`config.mk`:
```
export PLATFORM = sky130hd
export DESIGN_NAME = dff_pipe
export DESIGN_NICKNAME = d
export VERILOG_FILES = /design/src/rtl/dff_pipe.sv
export SDC_FILE = /design/constraint.sdc
export NUM_CORES = 1
export LEC_CHECK = 0
export CORE_ASPECT_RATIO = 1.5
export CORE_MARGIN = 5
export CORE_UTILIZATION = 45
export CTS_CLUSTER_DIAMETER = 60
export CTS_CLUSTER_SIZE = 40
export DETAILED_ROUTE_END_ITERATION = 8
export HOLD_SLACK_MARGIN = 0.12
export MAX_ROUTING_LAYER = met4
export PLACE_DENSITY = 0.73
export SLEW_MARGIN = 20
export SYNTH_ARGS = -nofsm -noshare
export SYNTH_HDL_FRONTEND = slang
export SYNTH_SLANG_ARGS = --single-unit
export TNS_END_PERCENT = 1
```
`constraint.sdc`:
```
create_clock -name clk -period 1.3 [get_ports clk]
set_input_delay 0.13 -clock clk [delete_from_list [all_inputs] [get_ports clk]]
set_output_delay 0.13 -clock clk [all_outputs]
set_load 0.01 [all_outputs]
```
`src/rtl/dff_pipe.sv`:
```
// dff_pipe: WIDTH-bit, DEPTH-stage elastic pipeline register with valid/ready on both sides.
// Empty stages absorb from upstream even under output stall, so held words pack toward the
// output. Synchronous active-high reset and synchronous flush; count reports valid stages.
module dff_pipe #(
  parameter int unsigned       WIDTH     = 8,
  parameter int unsigned       DEPTH     = 3,
  parameter logic [WIDTH-1:0]  RESET_VAL = '0
) (
  input  logic                           clk,
  input  logic                           rst,
  input  logic                           flush,
  input  logic                           in_valid,
  output logic                           in_ready,
  input  logic [WIDTH-1:0]               d,
  output logic                           out_valid,
  input  logic                           out_ready,
  output logic [WIDTH-1:0]               q,
  output logic [$clog2(DEPTH+1)-1:0]     count
);

  localparam int unsigned CntW = $clog2(DEPTH + 1);

  logic [DEPTH-1:0] vld_q;
  logic [WIDTH-1:0] dat_q   [DEPTH];
  logic [DEPTH-1:0] rdy;
  logic [DEPTH-1:0] src_vld;
  logic [WIDTH-1:0] src_dat [DEPTH];

  // Stage i may load when out_ready is high or any stage from i to the output is empty.
  // Written as a flat reduction rather than a rippling chain on the same vector.
  always_comb begin
    rdy = '0;
    for (int i = 0; i < DEPTH; i++) begin
      rdy[i] = out_ready;
      for (int j = i; j < DEPTH; j++) begin
        if (!vld_q[j]) rdy[i] = 1'b1;
      end
    end
  end

  // Input acceptance: blocked while flushing or in reset.
  always_comb begin
    in_ready = rdy[0] && !flush && !rst;
  end

  // Source of each stage: the input port for stage 0, otherwise the previous stage.
  always_comb begin
    src_vld    = '0;
    src_vld[0] = in_valid && in_ready;
    src_dat[0] = d;
    for (int i = 1; i < DEPTH; i++) begin
      src_vld[i] = vld_q[i-1];
      src_dat[i] = dat_q[i-1];
    end
  end

  // Stage registers: reset clears valids and loads RESET_VAL; flush clears valids only.
  always_ff @(posedge clk) begin
    if (rst) begin
      vld_q <= '0;
      for (int i = 0; i < DEPTH; i++) dat_q[i] <= RESET_VAL;
    end else begin
      for (int i = 0; i < DEPTH; i++) begin
        if (flush) begin
          vld_q[i] <= 1'b0;
        end else if (rdy[i]) begin
          vld_q[i] <= src_vld[i];
          // Data only moves with a valid word so empty stages keep their last value.
          if (src_vld[i]) dat_q[i] <= src_dat[i];
        end
      end
    end
  end

  // Output side and occupancy, all straight from flops.
  always_comb begin
    out_valid = vld_q[DEPTH-1];
    q         = dat_q[DEPTH-1];
    count     = '0;
    for (int i = 0; i < DEPTH; i++) count = count + CntW'(vld_q[i]);
  end

  // Producer must hold a refused word steady until it is accepted (flush cycles drop it).
  a_hold_valid : assert property (@(posedge clk) disable iff (rst)
    (in_valid && !in_ready && !flush) |=> in_valid);
  a_hold_data : assert property (@(posedge clk) disable iff (rst)
    (in_valid && !in_ready && !flush) |=> $stable(d));

endmodule

```
* After elaboration in Yosys (flattened, before gate mapping)
Memories as Yosys holds them, arrays and structs flattened.
Index checks and enable logic that the tools add are counted.
** Storage, ports and cells
- Memories :: 1
- Flip-flop bits (word level) :: 3
- Word-level logic and storage cells :: 41
- Output and inout bits :: 12
- Bits in writable memories :: 24
** Memory list
- dat_q :: words 3, bits a word 8, read ports 3, clocked after Yosys merged registers in 0, wr ports 3, line 24 : logic [WIDTH-1:0] dat_q [DEPTH];
** Cells by class
- Reductions and logical operators :: 6
- Bitwise gates (word level) :: 3
- Add/subtract/negate cells :: 2
- Multiplexer cells :: 26
** Operators by type and width (number)
- 8-bit 2-to-1 mux :: 3
- 1-bit 2-to-1 mux :: 23
- 1-bit logical AND :: 3
- 1-bit bitwise OR :: 3
- 1-bit by 1-bit adder with 2-bit output :: 1
- 2-bit by 1-bit adder with 2-bit output :: 1
- 1-bit zero test :: 2
- 2-bit OR reduction :: 1

* Depth between registers and ports, before layout
- Depth after elaboration :: 12
- Mapped depth :: 4
- Mapped depth without buffers :: 3

* Least setup slack after synthesis
Ideal clock, no wire load.
- Path kind :: register to register
- Start point :: register vld_q[2]
- End point :: memory dat_q[0][0], enable pin
- Arrival :: 1.066 ns
- Setup slack :: -0.068 ns
- Period minus slack after synthesis :: 1.368 ns
- Library setup time :: 0.302 ns
- Cell stages (with the launch flop) :: 4
- Buffers on the path :: 0
- Cell sequence :: dfxtp_1 > nand3b_2 > o211ai_4 > nand2b_1
** RTL lines
- start: declaration :: line 23 : logic [DEPTH-1:0] vld_q;
- start signal: indexed assignment :: line 67 : vld_q[i] <= src_vld[i];
- end: declaration :: line 24

* Final worst setup path
- Start point :: register vld_q[0]
- End point :: output port count[0]
** Between the ends
- Word-level cells in the longest chain between the ends :: 2
** RTL lines
- 1-bit by 1-bit adder with 2-bit output :: line 80 : for (int i = 0; i < DEPTH; i++) count = count + CntW'(vld_q[i]);
- 2-bit by 1-bit adder with 2-bit output :: line 80
- end: declaration :: line 18 : output logic [$clog2(DEPTH+1)-1:0] count
No other way between the ends.

==> results.md <==
* Status: finished, violations left
* Violated checks: negative setup slack
* Worst VDD drop at 0.734 mV
* Critical Path Fanout Max at 2
* Slew @ Worst Pin at 248 ps
* Multiplexer area fraction after synthesis at 0%
* Period utilisation layout at 106%
* Setup WS post-layout at -72.5 ps
* Drc violations at 0
* Min-Delay Path Class: input port to flip-flop
* Core region area at 2620 um2
* Final-report setup violation count at 28
* Num CTS Buffers at 3
* Setup CP Type: flip-flop to primary output
* Main combinational cell family by area after synthesis: compound AO/OA/AOI/OAI gates
* Die Height at 73.5 um
* Pin count of the biggest net entering global routing at 25
* Crit path cell chain: fa_1, buf_2
* Simple-Gate Fraction of Synth Area at 4.34%
* Synth cell types at 23
* Mapped Nets at 95
* Register area share after synthesis at 64.5%
* H-Tree Depth at 1
* Die area at 3850 um2
* CTS Hold Bufs at 0
* Post-synthesis adder-cell area fraction at 1.65%
* Vias in the first global route at 697
* Via/cell ratio at 4.77
* Clk_lat worst skew at 270 ps
* F_max at 729 MHz
* 1st-iter DRT viols at 16
* Data required, critical path at 1170 ps
* Final min period at 1370 ps
* DR vias at 691
* Antenna violations before repair at 0
* Global-route wire length before repair at 3.00 mm
* Initial Util at 46.2%
* First-pass DRT Iterations at 4
* Share of layout cells above drive strength 1 at 25.9%
* Total GRT Usage at 10.6%
* XOR/XNOR Fraction of Synth Area at 0%
* Max-slew headroom at 83.4%
* Clock buffer depth at 2
* IO Port Bufs at 24
* Critical Path Start Type: flip-flop
* Syn_area_per_cell at 15.0 um2
* Ant. Diodes at 0
* Reg clk slew, reported paths at 90 ps
* Leak Pwr at 0.678 nW
* Critical Path Slowest Stage Cell: fa_1
* Post-layout util at 60.2%
* Cell total after placement at 141
* CTS sink cnt at 27
* Antenna Nets Post-Route at 0
* RePlAce Congestion at 0.861
* Cell area after layout at 1580 um2
* CTS root buf: clkbuf_8
* Die X at 52.4 um
* Row count at 23
* Seq cells post-synth at 27
* Post-Synthesis Cells at 81
* Ys Warns at 0
* Compound-Gate Fraction of Synth Area at 21.3%
* Clock Skew at 5.98 ps
* Place WS at -386 ps
* Grt ovf at 0
* Ports at 25
* TritonCTS clock tree: yes
* Dpl cell area at 1500 um2
* CP endpoint kind: primary output
* Final hold violations at 0
* Worst Path Arrival at 1240 ps
* Slowest stage delay, CP at 520 ps
* Final non-filler cell total at 145
* Power per cell area at 1050 nW/um2
* Max_cap viols at 0
* Mapped cell area at 1210 um2
* P&R area growth vs syn at 30.1%
* DRT Wirelength at 1.75 mm
* Routed len/inst at 12.0 um
* Max-slew violations at 0
* Final Net Count at 123
* Unrepaired setup endpoints after global routing: true
* Fillers at 202
[worst max-delay path, delay by kind of cell, from the launching register on]
| kind | cells | cell delay, ps |
|---|---|---|
| fa+ha+maj | 1 | 520 |
| flops | 1 | 340 |
| buf+inv | 1 | 120 |
[final cells by class]
class                      count  area (um2)  area share, %
multi-input combinational     40         345           21.9
timing repair buffer          35         343           21.8
inverter                       2        7.51          0.477
tap                           37        46.3           2.94
clock buffer                   3        41.3           2.62
sequential                    27         785           49.8
clock inverter                 1        7.51          0.477
[stage by stage]
stage	TNS, ps	hold WS (ps)	total power [mW]
floorplan	-999	207	1.11
global placement	-12210	544	1.19
detailed placement	-13760	549	1.20
CTS	-1630	522	1.66
global route	-3260	511	1.72
finish	-639	522	1.65
[layer usage]
metal,GRT usage [%],part of all wire (%)
met5,-,0
met4,5.11,0.74
met3,1.83,6.1
met2,18.6,59
met1,11.3,34
[flip-flops by register name, summed over array words and instances, names as in the netlist]
| name | count |
|---|---|
| vld_q | 3 |
| dat_q | 24 |
[repair_timing]
| action | CTS | global route |
|---|---|---|
| pin swaps | 2 | 1 |
| setup endpoints to repair | 36 | 40 |
| gates resized for setup | 17 | 21 |
| buffers inserted | 0 | 0 |
[cells by family (layout without fill, tap and decap cells)]
logic type	count (synthesis)	count (layout)
DFF	27	27
AOI/OAI and AO/OA	32	32
buffers and inverters	14	41
adders and majority gates	1	1
and+or+nand+nor	7	7
[cell usage in the layout, fill, tap and decap left out, drive strengths merged]
cell type / netlist / layout
a21boi: 26 / 26
a21oi: 1 / 1
a31o: 1 / 1
and3b: 1 / 1
buf: 11 / 14
clkbuf: 1 / 3
clkdlybuf4s50: 0 / 15
clkinvlp: 0 / 1
dfxtp: 3 / 3
dlygate4sd2: 0 / 1
dlymetal6s2s: 0 / 5
edfxtp: 24 / 24
fa: 1 / 1
inv: 2 / 2
nand2: 1 / 1
nand2b: 1 / 1
nand3b: 1 / 1
nor2: 1 / 1
nor2b: 1 / 1
nor3: 1 / 1
o211ai: 2 / 2
o21a: 1 / 1
o21bai: 1 / 1
[power by group]
part / internal, mW / switching [mW] / leakage, nW
sequential: 0.993 / 0.0116 / 0.275
combinational: 0.101 / 0.0697 / 0.381
clock: 0.217 / 0.254 / 0.0217
[synth_stat cells]
cell type	instances	area share [%]
edfxtp_1	24	60
a21boi_0	14	8.7
a21boi_1	12	7.4
buf_4	8	5.0
dfxtp_1	3	5.0
buf_6	2	1.9
inv_1	2	0.62
a21oi_1	1	0.41
a31o_2	1	0.72
and3b_1	1	0.72
buf_2	1	0.41
clkbuf_2	1	0.41
fa_1	1	1.7
nand2_1	1	0.31
nand2b_1	1	0.52
nand3b_2	1	0.93
nor2_4	1	0.93
nor2b_1	1	0.52
nor3_1	1	0.41
o211ai_2	1	1.0
o211ai_4	1	1.8
o21a_1	1	0.62
o21bai_1	1	0.62
[path summary, 6_finish.rpt]
| kind | from | end | slack [ps] | depth (start not counted) |
|---|---|---|---|---|
| max | vld_q[0] | count[0] | -70 | 2 |
| min | d[2] | dat_q[0][2] | 520 | 2 |
| max reg2reg | vld_q[2] | dat_q[0][7] | -70 | 5 |
| min reg2reg | dat_q[0][7] | dat_q[0][15] | 570 | 1 |
(Power assumes the default switching activity.)
